File: config.mk
export PLATFORM = sky130hd
export DESIGN_NAME = if_stage
export DESIGN_NICKNAME = d
export VERILOG_FILES = /design/src/rtl/if_stage.sv
export SDC_FILE = /design/constraint.sdc
export NUM_CORES = 1
export LEC_CHECK = 0
export CAP_MARGIN = 20
export CORE_UTILIZATION = 35
export CTS_BUF_LIST = sky130_fd_sc_hd__clkbuf_16
export CTS_CLUSTER_SIZE = 20
export DETAILED_ROUTE_END_ITERATION = 8
export RECOVER_POWER = 50
export SLEW_MARGIN = 5
export SYNTH_ARGS = -nofsm -noshare
export SYNTH_HDL_FRONTEND = slang
export SYNTH_SLANG_ARGS = --single-unit
File: constraint.sdc
create_clock -name clk -period 3.25 [get_ports clk]
set_input_delay 0.325 -clock clk [delete_from_list [all_inputs] [get_ports clk]]
set_output_delay 0.325 -clock clk [all_outputs]
set_load 0.05 [all_outputs]
File: src/rtl/if_stage.sv
// if_stage: instruction fetch stage with PC, single-outstanding imem handshake and IF/ID register
//
// Ports:
//   clk, reset (async, active-low)
//   stall_if                       hazard stall: hold PC and IF/ID
//   branch_taken / branch_target   EX redirect (highest priority)
//   jump_en / jump_target          ID redirect
//   imem_req / imem_addr           fetch request, address stable until imem_rvalid
//   imem_rvalid / imem_rdata       fetch response (zero-wait or delayed)
//   inst_id / pc_id / pc_plus4_id / valid_id   IF/ID register to decode
// Optional: define IF_PERF_CNT_EN to add fetch_cnt, stall_cnt and flush_cnt outputs.
module if_stage #(
  parameter logic [31:0] RESET_PC = 32'h0000_0000,
  parameter logic [31:0] NOP_INST = 32'h0000_0000
) (
  input  logic        clk,
  input  logic        reset,
  input  logic        stall_if,
  input  logic        branch_taken,
  input  logic [31:0] branch_target,
  input  logic        jump_en,
  input  logic [31:0] jump_target,
  output logic        imem_req,
  output logic [31:0] imem_addr,
  input  logic        imem_rvalid,
  input  logic [31:0] imem_rdata,
  output logic [31:0] inst_id,
  output logic [31:0] pc_id,
  output logic [31:0] pc_plus4_id,
  output logic        valid_id
`ifdef IF_PERF_CNT_EN
  ,
  output logic [31:0] fetch_cnt,
  output logic [31:0] stall_cnt,
  output logic [31:0] flush_cnt
`endif
);
  typedef enum logic [1:0] {RST, FETCH, HOLD, KILL} state_e;
  state_e      state_q, state_d;
  logic [31:0] pc_q, pc_d, addr_q, addr_d, buf_q, buf_d;
  logic [31:0] inst_q, inst_d, pcid_q, pcid_d, pc4_q, pc4_d;
  logic        valid_q, valid_d, fetch_v;
  logic        redirect;
  logic [31:0] target, pc_inc;
  assign redirect = branch_taken | jump_en;
  assign target = {(branch_taken ? branch_target[31:2] : jump_target[31:2]), 2'b00};
  assign pc_inc = pc_q + 32'd4;
  assign imem_req = (state_q == FETCH) || (state_q == KILL);
  // In KILL the PC already points at the redirect target; the request in
  // flight must keep its original address until its response drains.
  assign imem_addr = (state_q == KILL) ? addr_q : pc_q;
  assign inst_id = inst_q;
  assign pc_id = pcid_q;
  assign pc_plus4_id = pc4_q;
  assign valid_id = valid_q;
  always_comb begin
    state_d = state_q;
    pc_d = pc_q;
    addr_d = addr_q;
    buf_d = buf_q;
    inst_d = inst_q;
    pcid_d = pcid_q;
    pc4_d = pc4_q;
    valid_d = valid_q;
    fetch_v = 1'b0;
    case (state_q)
      RST: state_d = FETCH;
      FETCH: begin
        addr_d = pc_q;
        if (redirect) begin
          inst_d = NOP_INST;
          valid_d = 1'b0;
          pc_d = target;
          state_d = imem_rvalid ? FETCH : KILL;
        end else if (imem_rvalid && !stall_if) begin
          inst_d = imem_rdata;
          pcid_d = pc_q;
          pc4_d = pc_inc;
          valid_d = 1'b1;
          pc_d = pc_inc;
          fetch_v = 1'b1;
        end else if (imem_rvalid) begin
          buf_d = imem_rdata;
          state_d = HOLD;
        end else if (!stall_if) begin
          inst_d = NOP_INST;
          valid_d = 1'b0;
        end
      end
      HOLD: begin
        if (redirect) begin
          inst_d = NOP_INST;
          valid_d = 1'b0;
          buf_d = NOP_INST;
          pc_d = target;
          state_d = FETCH;
        end else if (!stall_if) begin
          inst_d = buf_q;
          pcid_d = pc_q;
          pc4_d = pc_inc;
          valid_d = 1'b1;
          pc_d = pc_inc;
          fetch_v = 1'b1;
          state_d = FETCH;
        end
      end
      KILL: begin
        inst_d = NOP_INST;
        valid_d = 1'b0;
        pc_d = redirect ? target : pc_q;
        state_d = imem_rvalid ? FETCH : KILL;
      end
      default: state_d = RST;
    endcase
  end
  always_ff @(posedge clk or negedge reset) begin
    if (!reset) begin
      state_q <= RST;
      pc_q <= RESET_PC;
      addr_q <= RESET_PC;
      buf_q <= NOP_INST;
      inst_q <= NOP_INST;
      pcid_q <= 32'd0;
      pc4_q <= 32'd4;
      valid_q <= 1'b0;
    end else begin
      state_q <= state_d;
      pc_q <= pc_d;
      addr_q <= addr_d;
      buf_q <= buf_d;
      inst_q <= inst_d;
      pcid_q <= pcid_d;
      pc4_q <= pc4_d;
      valid_q <= valid_d;
    end
  end
`ifdef IF_PERF_CNT_EN
  always_ff @(posedge clk or negedge reset) begin
    if (!reset) begin
      fetch_cnt <= 32'd0;
      stall_cnt <= 32'd0;
      flush_cnt <= 32'd0;
    end else begin
      fetch_cnt <= fetch_cnt + {31'd0, fetch_v};
      stall_cnt <= stall_cnt + {31'd0, stall_if};
      flush_cnt <= flush_cnt + {31'd0, redirect};
    end
  end
`else
  logic unused_fetch_v;
  assign unused_fetch_v = fetch_v;
`endif
endmodule
==> results by group <==
Synth
  – Compound-Gate Fraction of Synth Area: 13.14%
  – XOR/XNOR Fraction of Synth Area: 2.570%
  – Synth async-reset ratio: 100.0%
  – Largest family of logic cells by synthesized area: simple AND/OR/NAND/NOR gates
  – Syn avg cell area: 9.514 um2
  – Post-Synthesis Cells: 967
  – Main synth FF type: dfrtp_1
  – Simple-Gate Fraction of Synth Area: 18.20%
  – Post-Syn Area: 9200 um2
  – Mux cell area share after synthesis: 9.778%
  – Synth warn: 0
  – Distinct cells, synth: 56
  – Number of synthesized flops with an enable pin: 0
  – Fraction of the mapped netlist area in adder cells: 0.1360%
  – FF+latch count, synth: 187
  – Seq/Total Area, Yosys: 50.88%

Critical path
  – RR Startpoint: state_q[0]
  – Worst setup EP type: primary output
  – CP max FO: 22
  – Crit path to: imem_addr[15]
  – Reg2reg setup slack: 0.64 ns
  – Worst setup SP type: flip-flop
  – Req. time, crit path: 2.92 ns
  – CP arrival: 2.60 ns
  – R2r endpoint: pc_q[19]
  – Critical Path Source: state_q[0]
  – CP Class: flip-flop to primary output
  – Register-to-Register Path Depth: 5

Die
  – Total die area: 26,940 um2
  – Die Wd: 164.1 um
  – Site row count: 58
  – Die Ht: 164.1 um
  – Effective utilization at floorplan: 36.12%
  – I/O pin count: 232
  – Core area: 25,470 um2

Global route
  – GRT Total Usage: 19.86%
  – Pin count of the biggest net entering global routing: 88
  – Vias in the first global route: 7,291
  – GR met3 Demand/Resource: 3.687%
  – Global-route met2 utilization: 31.19%
  – Gr busiest metal: met2
  – Congestion Overflow GR: 0
  – First-pass GRT wire length: 41.14 mm
  – Met1 usage: 27.94%
  – Antenna violations before repair: 0

Power
  – Power Total: 8.524 mW
  – Lkg Pwr: 5.382 nW
  – Combinational cell fraction of total power: 37.2%
  – P_int: 5.045 mW
  – Maximum VDD drop: 0.3284 mV
  – Clock power share: 24.4%
  – Flop pwr share: 38.4%
  – Switching part of the total power: 40.82%
  – Pwr dens: 702.7 nW/um2
  – P_sw: 3.480 mW

Clocking
  – H-tree levels: 4
  – Hold_buf cts: 1
  – Clk slew on worst S/H paths: 0.07 ns
  – CTS buffer count: 17
  – CTS tree: yes
  – Clk Tree Root Cell: clkbuf_16
  – Post-CTS setup buffers: 0
  – Worst skew pair latency: 0.43 ns
  – Clock buffer depth: 2
  – Post-CTS Resized: 0
  – CTS sink cnt: 187

Timing
  – Tmin final: 2.923 ns
  – RSZ-0062 raised after global routing: false
  – Final Setup Violations: 0
  – Fmax: 0.3421 GHz
  – Fin Clk Skew: 0.007706 ns
  – Relative slew margins: -19.88%
  – Fin. Hold Viols: 0
  – Setup TNS: 0 ns
  – Tcrit/Tclk final: 89.94%
  – Slew Limit Fails: 106
  – Final setup margin: 0.3271 ns
  – Hold slack: 0.4618 ns
  – Worst slew pin tran: 1.798 ns

Finish
  – # diodes: 0
  – Most common cell after layout, fill and taps aside: nand2_1
  – Most frequent cells in the layout: 204 x nand2_1, 186 x dfrtp_1, 148 x clkdlybuf4s50_1
  – Share of layout cells above drive strength 1: 12.95%
  – P&R area growth vs syn: 31.85%
  – Layout net count: 1,241
  – Cell area after layout: 12,130 um2

Place
  – Global placer's final weighted congestion: 0.7714
  – DP Wirelength: 17.55 mm
  – Area of placed instances: 11,580 um2
  – Port Buf Inserts: 221
  – Dpl ws: 0.7249 ns

Flow run
  – Max-cap viol count: 2

Detailed routing
  – 1st-pass router iterations: 5
  – Routed WL: 26.04 mm
  – Via count: 7,595
  – Via density: 5.128
  – First DRT Iteration DRCs: 575
  – DRC Markers: 0
  – Post-DR wirelength/cell: 17.58 um
  – DRT antenna net count: 0

Worst hold path
  – Min-Delay Path Class: input port to flip-flop

Run status
  – Failing checks: max-capacitance violations, max-slew violations
  – Status: finished with violations
-- cell usage after synthesis (4+ instances only) --
cell type    n  share of area [%]
clkbuf_1    32                1.3
nor3_1      14               0.76
buf_2       35                1.9
a21oi_1     74                4.0
nand4_1      7               0.48
and4_1       8               0.76
mux2i_1     19                2.1
mux2_2      63                7.7
nand2_1    205                8.4
o311ai_0     4               0.38
buf_4       16                1.3
o21ai_0     42                2.3
buf_1        8               0.33
a22oi_1     32                2.6
o22ai_1      9               0.61
nand3_1     54                2.9
o22a_1       6               0.57
xnor2_1     12                1.1
dfrtp_1    186                 51
xor2_1      15                1.4
inv_1        6               0.24
nor2_1      62                2.5
and3_1       4               0.27
-- layout make-up --
| type | instances | area (um2) |
|---|---|---|
| Clock inverter | 15 | 158.9 |
| Sequential cell | 187 | 4681 |
| Fill cell | 2404 | 13340 |
| Clock buffer | 17 | 425.4 |
| Inverter | 6 | 22.52 |
| Timing Repair Buffer | 240 | 2323 |
| Multi-Input combinational cell | 686 | 4106 |
| Tap cell | 330 | 412.9 |
-- cell families after synthesis --
logic type      count (synthesis)
simple gates                  375
compound gates                195
flops                         187
buf+inv                        99
mux                            82
xor+xnor                       27
fa+ha+maj                       1
other cells                     1
-- state kept, by name (all words and copies together), names as in the netlist --
signal / cells
addr_q: 30
buf_q: 32
inst_id: 32
pc_id: 30
pc_plus4_id: 30
pc_q: 30
state_q: 2
valid_id: 1
-- through the flow --
step,instances,util [%]
after floorplan,972,-
after global placement,1448,45.46
after detailed placement,1448,45.46
after CTS,1481,47.79
after global routing,1481,47.62
final,1481,47.62
-- metal layers --
layer / vias up / share of wire [%]
met5: - / 0
met4: 0 / 1.6
met3: 18 / 5.0
met2: 205 / 47
met1: 3695 / 46
li1: 3677 / -
-- power by group through the flow --
stage                     registers (mW)  clock network [mW]  logic (mW)
after global routing                3.36                2.23        3.37
after floorplan                     4.07                   0        1.35
after global placement              3.31                   0        3.23
after CTS                           3.28                2.12        3.27
after detailed placement            3.33                   0        3.26
final                               3.28                2.08        3.17
-- how the worst min path moves through the flow --
stage,from,to,slack [ns],cells after the start
floorplan,reset,addr_q[10],0.03,0
global placement,reset,pc_id[2],0.37,1
detailed placement,reset,pc_id[2],0.38,1
CTS,imem_rdata[8],buf_q[8],0.44,3
global route,imem_rdata[8],buf_q[8],0.45,3
finish,imem_rdata[8],buf_q[8],0.46,3
-- critical path, stage by stage (launching register included) --
cell and delay (ns):
dfrtp_1 0.55, nand2_1 0.16, buf_4 0.35, mux2_2 0.39, clkdlybuf4s50_1 0.70
No activity file was read; power rests on OpenSTA's default activity.
